`src/rtl/fifo_rd_pkg.sv`:
```
// rtl/fifo_rd_pkg.sv - shared FSM encodings and sizing helpers for the FIFO read packer
package fifo_rd_pkg;

  typedef logic [1:0] fsm_t;

  localparam fsm_t RUN        = 2'd0;
  localparam fsm_t FLUSH_WAIT = 2'd1;
  localparam fsm_t FLUSH_EMIT = 2'd2;

  // Lane counter must represent 0..PACK inclusive.
  function automatic int lane_cnt_width(input int pack);
    return $clog2(pack + 1);
  endfunction

endpackage

```
`src/rtl/stream_beat_reg.sv`:
```
// rtl/stream_beat_reg.sv - output beat register with valid/ready hold and load enable
module stream_beat_reg #(
  parameter int WIDTH = 32,
  parameter int KEEP  = 4
) (
  input  logic             clk,
  input  logic             rst_n,
  input  logic             load,
  input  logic [WIDTH-1:0] load_data,
  input  logic [KEEP-1:0]  load_keep,
  input  logic             load_last,
  input  logic             ready,
  output logic             valid,
  output logic [WIDTH-1:0] data,
  output logic [KEEP-1:0]  keep,
  output logic             last
);

  // The caller only asserts load when the register is free, so load wins outright.
  always_ff @(posedge clk) begin
    if (!rst_n) begin
      valid <= 1'b0;
      data  <= '0;
      keep  <= '0;
      last  <= 1'b0;
    end else if (load) begin
      valid <= 1'b1;
      data  <= load_data;
      keep  <= load_keep;
      last  <= load_last;
    end else if (ready) begin
      valid <= 1'b0;
    end
  end

endmodule

```
`src/rtl/fifo_rd_packer.sv`:
```
// rtl/fifo_rd_packer.sv - pops a FIFO read port and packs PACK words per output beat, with flush
module fifo_rd_packer
  import fifo_rd_pkg::*;
#(
  parameter int DATA_WIDTH = 8,
  parameter int PACK       = 4,
  parameter int CNT_WIDTH  = 16
) (
  input  logic                       rd_clk,
  input  logic                       rst_n,
  output logic                       fifo_rd_en,
  input  logic [DATA_WIDTH-1:0]      fifo_rd_data,
  input  logic                       fifo_empty,
  input  logic                       flush,
  output logic [DATA_WIDTH*PACK-1:0] m_data,
  output logic [PACK-1:0]            m_keep,
  output logic                       m_last,
  output logic                       m_valid,
  input  logic                       m_ready,
  output logic                       flush_done,
  output logic [CNT_WIDTH-1:0]       word_count
);

  localparam int LW = lane_cnt_width(PACK);

  fsm_t                  state;
  logic [LW-1:0]         lane_cnt;
  logic                  inflight;
  logic [DATA_WIDTH-1:0] acc [PACK];

  logic [LW-1:0]              lane_eff;
  logic                       out_free;
  logic                       load_full;
  logic                       emit_partial;
  logic                       beat_load;
  logic [DATA_WIDTH*PACK-1:0] load_data;
  logic [PACK-1:0]            load_keep;

  // lane_eff counts the word landing this cycle so a completed beat loads on its capture edge.
  assign lane_eff     = lane_cnt + LW'(inflight);
  assign out_free     = !m_valid || m_ready;
  assign load_full    = (lane_eff == LW'(PACK)) && out_free;
  assign emit_partial = (state == FLUSH_EMIT) && (lane_cnt != '0) && out_free;
  assign beat_load    = load_full || emit_partial;
  assign flush_done   = (state == FLUSH_EMIT) && ((lane_cnt == '0) || out_free);

  assign fifo_rd_en = rst_n && (state == RUN) && !flush && !fifo_empty
                      && (int'(lane_eff) < PACK);

  always_comb begin
    load_data = '0;
    load_keep = '0;
    for (int i = 0; i < PACK; i++) begin
      if (int'(lane_eff) > i) begin
        load_keep[i] = 1'b1;
        load_data[i*DATA_WIDTH +: DATA_WIDTH] =
          (inflight && int'(lane_cnt) == i) ? fifo_rd_data : acc[i];
      end
    end
  end

  always_ff @(posedge rd_clk) begin
    if (!rst_n) begin
      state      <= RUN;
      lane_cnt   <= '0;
      inflight   <= 1'b0;
      word_count <= '0;
      for (int i = 0; i < PACK; i++) acc[i] <= '0;
    end else begin
      inflight <= fifo_rd_en;
      if (inflight) begin
        word_count <= word_count + 1'b1;
        for (int i = 0; i < PACK; i++) begin
          if (int'(lane_cnt) == i) acc[i] <= fifo_rd_data;
        end
      end
      lane_cnt <= beat_load ? '0 : lane_eff;

      case (state)
        RUN:        if (flush) state <= FLUSH_WAIT;
        FLUSH_WAIT: if (!inflight && lane_cnt != LW'(PACK)) state <= FLUSH_EMIT;
        FLUSH_EMIT: if (flush_done) state <= RUN;
        default:    state <= RUN;
      endcase
    end
  end

  stream_beat_reg #(
    .WIDTH(DATA_WIDTH*PACK),
    .KEEP (PACK)
  ) u_out (
    .clk      (rd_clk),
    .rst_n    (rst_n),
    .load     (beat_load),
    .load_data(load_data),
    .load_keep(load_keep),
    .load_last(emit_partial),
    .ready    (m_ready),
    .valid    (m_valid),
    .data     (m_data),
    .keep     (m_keep),
    .last     (m_last)
  );

endmodule

```
`config.mk`:
```
export PLATFORM = sky130hd
export DESIGN_NAME = fifo_rd_packer
export DESIGN_NICKNAME = d
export VERILOG_FILES = /design/src/rtl/fifo_rd_pkg.sv /design/src/rtl/stream_beat_reg.sv /design/src/rtl/fifo_rd_packer.sv
export SDC_FILE = /design/constraint.sdc
export NUM_CORES = 1
export LEC_CHECK = 0
export CORE_MARGIN = 2
export CORE_UTILIZATION = 52
export DETAILED_ROUTE_END_ITERATION = 7
export MAX_ROUTING_LAYER = met4
export PLACE_DENSITY = 0.79
export SLEW_MARGIN = 20
export SYNTH_ARGS = -nofsm -noshare
export SYNTH_HDL_FRONTEND = slang
export SYNTH_SLANG_ARGS = --single-unit
```
`constraint.sdc`:
```
create_clock -name rd_clk -period 2.6 [get_ports rd_clk]
set_clock_uncertainty 0.05 [all_clocks]
set_input_delay 0.65 -clock rd_clk [delete_from_list [all_inputs] [get_ports rd_clk]]
set_output_delay 0.65 -clock rd_clk [all_outputs]
set_load 0.01 [all_outputs]
```
### After elaboration in Yosys (flattened, before gate mapping)

Memories as Yosys holds them, arrays and structs flattened.
Cells that the tools add are included.

* register bits: 60
* memory bits (writable): 32
* bits of input ports: 13
* output and inout bits: 56
* word-level logic and storage cells: 97
* memories kept: 1

Memories
* acc: depth 4, width 8, read ports 4, clocked after memory_dff 0, wr ports 4, RTL line fifo_rd_packer.sv:29 `logic [DATA_WIDTH-1:0] acc [PACK];`

* add/subtract/negate cells: 2
* order comparisons: 5
* eq/ne operators: 10
* muxes and demuxes: 39
* bitwise operators: 5
* reduce and logical (&&, ||, !) cells: 27

Operators with widths (number)
* $mux W8: 12
* $mux W1: 23
* $add A16 B1 Y16 const B: 1
* $logic_and A1 B1 Y1: 13
* $eq A3 B3 Y1 const B: 3
* $gt A3 B1 Y1 const B: 2
* $gt A3 B2 Y1 const B: 2
* $logic_not A3 Y1: 2
* $mux W2: 3
* $ne A2 B2 Y1 const B: 3
* $pmux W2 S3: 1
* $logic_not A1 Y1: 4
* $or A1 B1 Y1: 4
* $add A3 B1 Y3: 1
* $eq A3 B2 Y1 const B: 1
* $logic_or A1 B1 Y1: 3
* $lt A3 B3 Y1 const B: 1
* $ne A3 B3 Y1 const B: 1
* $reduce_and A3 Y1: 1
* $reduce_bool A3 Y1: 1
* $eq A2 B1 Y1 const B: 1
* $eq A2 B2 Y1 const B: 1
* $logic_not A2 Y1: 1
* $reduce_bool A2 Y1: 1
* other kinds (2): 2

### Longest topological paths before layout

* depth in word-level cells: 6
* mapped depth: 7
* mapped depth without buffers: 6

### By module

From an unflattened synthesis, not the netlist that was laid out.

* cells, all modules: 431
* area, all modules: 4186.5 um2

By module, submodules not included
* fifo_rd_packer: instances 1, cells an instance 309, area each 2745.1 um2, sequential area each 1401.3 um2
* stream_beat_reg: instances 1, cells an instance 122, area each 1441.4 um2, sequential area each 760.7 um2

### Worst setup path after synthesis

OpenSTA, ideal clock, no wires.

* path kind: input to output
* from: input rst_n
* to: output fifo_rd_en
* arrival time: 1.469 ns
* data required time: 1.900 ns
* path slack: 0.431 ns
* stages: 3
* buffers on the path: 0
* cell sequence: inv_1 or3_1 nor4_1

* longest elaborated chain between the ends: 4

Ends and longest elaborated chain
* start, declared: RTL line fifo_rd_packer.sv:10 `input logic rst_n,`
* $logic_and A1 B1 Y1 (3 in a row): RTL line fifo_rd_packer.sv:47 `assign fifo_rd_en = rst_n && (state == RUN) && !flush && !fifo_empty`
* $logic_and A1 B1 Y1: RTL line fifo_rd_packer.sv:48 `&& (int'(lane_eff) < PACK);`
* end, declared: RTL line fifo_rd_packer.sv:11 `output logic fifo_rd_en,`

Every way passes these cells.

### Worst setup path in the final report

* from: input flush
* to: output fifo_rd_en

* longest elaborated chain between the ends: 4

Ends and longest elaborated chain
* start, declared: RTL line fifo_rd_packer.sv:14 `input logic flush,`
* $logic_not A1 Y1: RTL line fifo_rd_packer.sv:47
* $logic_and A1 B1 Y1 (2 in a row): RTL line fifo_rd_packer.sv:47
* $logic_and A1 B1 Y1: RTL line fifo_rd_packer.sv:48

Every way passes these cells.

==> impl_metrics.env <==
export IMPL_status="complete, no violations"
export IMPL_cp_start_kind="input port"
export IMPL_cts_sinks=92
export IMPL_r2r_end="u_out.data[10]$_SDFFE_PN0P_"
export IMPL_ys_warn_count=0
export IMPL_synth_common_cells="dfxtp_1, mux2i_1, and3_1"
export IMPL_fillCellCount=559
export IMPL_antenna_found_initial=0
export IMPL_n_antenna_cell=0
export IMPL_crit_type="input port to output pin"
export IMPL_synth_simple_area_share=0.173
export IMPL_cts_buffer_depth=2
export IMPL_max_freq_mhz=392
export IMPL_dpl_cell_count=503
export IMPL_post_cts_buffers=0
export IMPL_rsz0062_at_grt="false"
export IMPL_reg2reg_slack_ps=370
export IMPL_die_area_sq_um=8200
export IMPL_finalMaxSlewViolations=0
export IMPL_dpl_hpwl_mm=5.79
export IMPL_whs_ps=411
export IMPL_grt_pass1_wl_mm=14.5
export IMPL_min_to="u_out.keep[3]$_SDFFE_PN0P_"
export IMPL_syn_nets=357
export IMPL_cts_buffers=9
export IMPL_swShare=0.214
export IMPL_period_needed_ps=2550
export IMPL_h_tree_depth=3
export IMPL_p_switching_mw=0.600
export IMPL_final_nets=431
export IMPL_fin_crit_sh=0.982
export IMPL_p_int_mw=2.20
export IMPL_netlist_area_leader_share=0.308
export IMPL_synth_top_family_by_area="simple AND/OR/NAND/NOR gates"
export IMPL_p_per_area_nw_per_um2=565
export IMPL_hp_start="u_out.keep[3]$_SDFFE_PN0P_"
export IMPL_p_leak_nw=1.90
export IMPL_hold_class="flip-flop to flip-flop"
export IMPL_seq_area_sq_um=2160
export IMPL_io_pins=69
export IMPL_drt_iter0_drc=168
export IMPL_worstHoldPathCells=2
export IMPL_via_per_inst=5.71
export IMPL_seqPwrFrac=0.543
export IMPL_cts_tree="done"
export IMPL_netlist_area_sq_um=3890
export IMPL_syn_inst=341
export IMPL_synth_xor_area_frac=0.0308
export IMPL_synth_most_common_cell="dfxtp_1"
export IMPL_critPathRequiredTime_ps=1900
export IMPL_track_usage=0.226
export IMPL_synth_compound_area_share=0.112
export IMPL_async_flop_share=0
export IMPL_synth_top_cell_by_area="dfxtp_1"
export IMPL_crit_fanout=2
export IMPL_drive_gt1_frac=0.0952
export IMPL_core_sq_um=7250
export IMPL_clock_power_share=0.403
export IMPL_relSlewSlack=0.382
export IMPL_die_w_microns=90.5
export IMPL_die_y_microns=90.5
export IMPL_rows=31
export IMPL_grt_max_degree=57
export IMPL_setup_violations=0
export IMPL_synthAdderAreaFrac=0.00964
export IMPL_r2r_start="lane_cnt[0]$_SDFF_PP0_"
export IMPL_crit_path_end_kind="output pin"
export IMPL_stdcell_count=519
export IMPL_synthDistinctLibCells=45
export IMPL_gp_congestion=0.852
export IMPL_drc_errors=0
export IMPL_ys_seq_elements=92
export IMPL_netlist_top_cells_area="dfxtp_1, edfxtp_1, mux2i_1, and3_1, o2bb2ai_1"
export IMPL_dr_pass1_iters=4
export IMPL_root_buffer="clkbuf_8"
export IMPL_portBuffers=68
export IMPL_clk_latency_ps=360
export IMPL_worst_pin_slew_ps=927
export IMPL_finalHoldViolations=0
export IMPL_initial_core_util=0.537
export IMPL_area_growth_pct=27.5
export IMPL_pwr_share_comb=0.054
export IMPL_synth_edf_count=32
export IMPL_syn_avg_cell_area_sq_um=11.4
export IMPL_peakVddDrop_v=0.000340
export IMPL_routed_wl_mm=8.78
export IMPL_ys_seq_area_frac=0.555
export IMPL_wl_per_cell_microns=16.9
export IMPL_grt_ovfl_total=0
export IMPL_postLayoutCoreUtil=0.684
export IMPL_arrival_ps=1850
export IMPL_r2r_cells=6
export IMPL_vias=2963
export IMPL_multi_input_area_sq_um=1650
export IMPL_grt_pass1_vias=2825
export IMPL_synthFlopType="dfxtp_1"
export IMPL_clk_pin_slew_worst_paths_ps=80
export IMPL_drv_cap=0
export IMPL_synth_mux_area_fraction=0.0925
export IMPL_drtAntennaViolNets=0
[power groups by stage]
| stage | sequential [mW] | combinational (mW) | clock, mW |
|---|---|---|---|
| after floorplan | 1.55 | 0.0820 | 0 |
| after global placement | 1.55 | 0.148 | 0 |
| final | 1.52 | 0.153 | 1.13 |
| after CTS | 1.52 | 0.151 | 1.14 |
| after detailed placement | 1.56 | 0.151 | 0 |
| after global routing | 1.53 | 0.167 | 1.20 |
[cells in the final DEF (no fill, tap or decap), types with 2 or more instances in the layout]
master	synthesis	routed
xor2_1	5	5
nor4_1	4	3
nor2_1	21	21
ha_1	3	3
nand2b_1	8	8
and3_1	35	35
nand4_1	5	5
mux2i_1	36	36
buf_4	3	14
dfxtp_1	60	60
nand2_1	22	22
nor3_1	4	4
clkdlybuf4s50_1	0	65
a21oi_1	6	6
clkbuf_8	0	9
and2_1	4	4
bufinv_16	0	3
xnor2_1	5	5
o2bb2ai_1	25	25
inv_1	3	2
clkinv_1	0	2
edfxtp_1	32	32
nand3_1	8	8
and3b_1	2	2
o32ai_1	8	8
o21ai_1	2	2
o21ai_0	3	3
[worst max-delay path, stage by stage]
cell             delay [ps]
clkdlybuf4s50_1         430
or3_4                   400
nor4_4                  200
buf_2                   170
[layer usage]
metal	track usage	vias to the layer above	share of wire
li1	-	1413	-
met1	0.301	1446	0.45
met2	0.363	91	0.50
met3	0.0317	13	0.036
met4	0.0705	0	0.013
met5	-	-	0
[registers in the layout (all words and copies together) (netlist names)]
signal	count
u_out.valid	1
u_out.data	32
word_count	16
lane_cnt	3
state	2
inflight	1
u_out.last	1
acc	32
u_out.keep	4
[stage by stage]
stage | power, mW | setup slack, ps | cell area (sq um) | TNS (ps)
4_1_cts | 2.82 | 33.8 | 4940 | 0
2_1_floorplan | 1.64 | 431 | 3890 | 0
6_report | 2.80 | 48.0 | 4960 | 0
3_3_place_gp | 1.70 | -451 | 4710 | -468
5_1_grt | 2.89 | 11.7 | 4960 | 0
3_5_place_dp | 1.71 | -497 | 4710 | -524
[what timing repair did]
item,in CTS,in global routing
endpoints found under the setup margin,2,1
hold buffers,0,0
pin swaps,2,1
resized for setup,6,5
[area by class of cell]
| class | instances | area share |
|---|---|---|
| clock buffers | 9 | 0.0249 |
| clock inverters | 7 | 0.0227 |
| flip-flops and latches | 92 | 0.435 |
| repair buffers | 82 | 0.158 |
| multi-input cells | 227 | 0.332 |
| inverters | 3 | 0.00227 |
| well taps | 99 | 0.0249 |
[worst max path at each step]
stage               startpoint    endpoint  slack (ps)  cells after the start
finish                   flush  fifo_rd_en          50                      4
global route             flush  fifo_rd_en          10                      4
CTS                      rst_n  fifo_rd_en          30                      5
detailed placement       rst_n  fifo_rd_en        -500                      5
global placement         rst_n  fifo_rd_en        -450                      5
floorplan                rst_n  fifo_rd_en         430                      3
[kinds of logic after synthesis]
kind of cell / Yosys count
simple gates: 123
flops: 92
compound gates: 53
mux: 36
buf+inv: 22
xor+xnor: 12
fa+ha+maj: 3
Power figures use the tool's default switching activity.
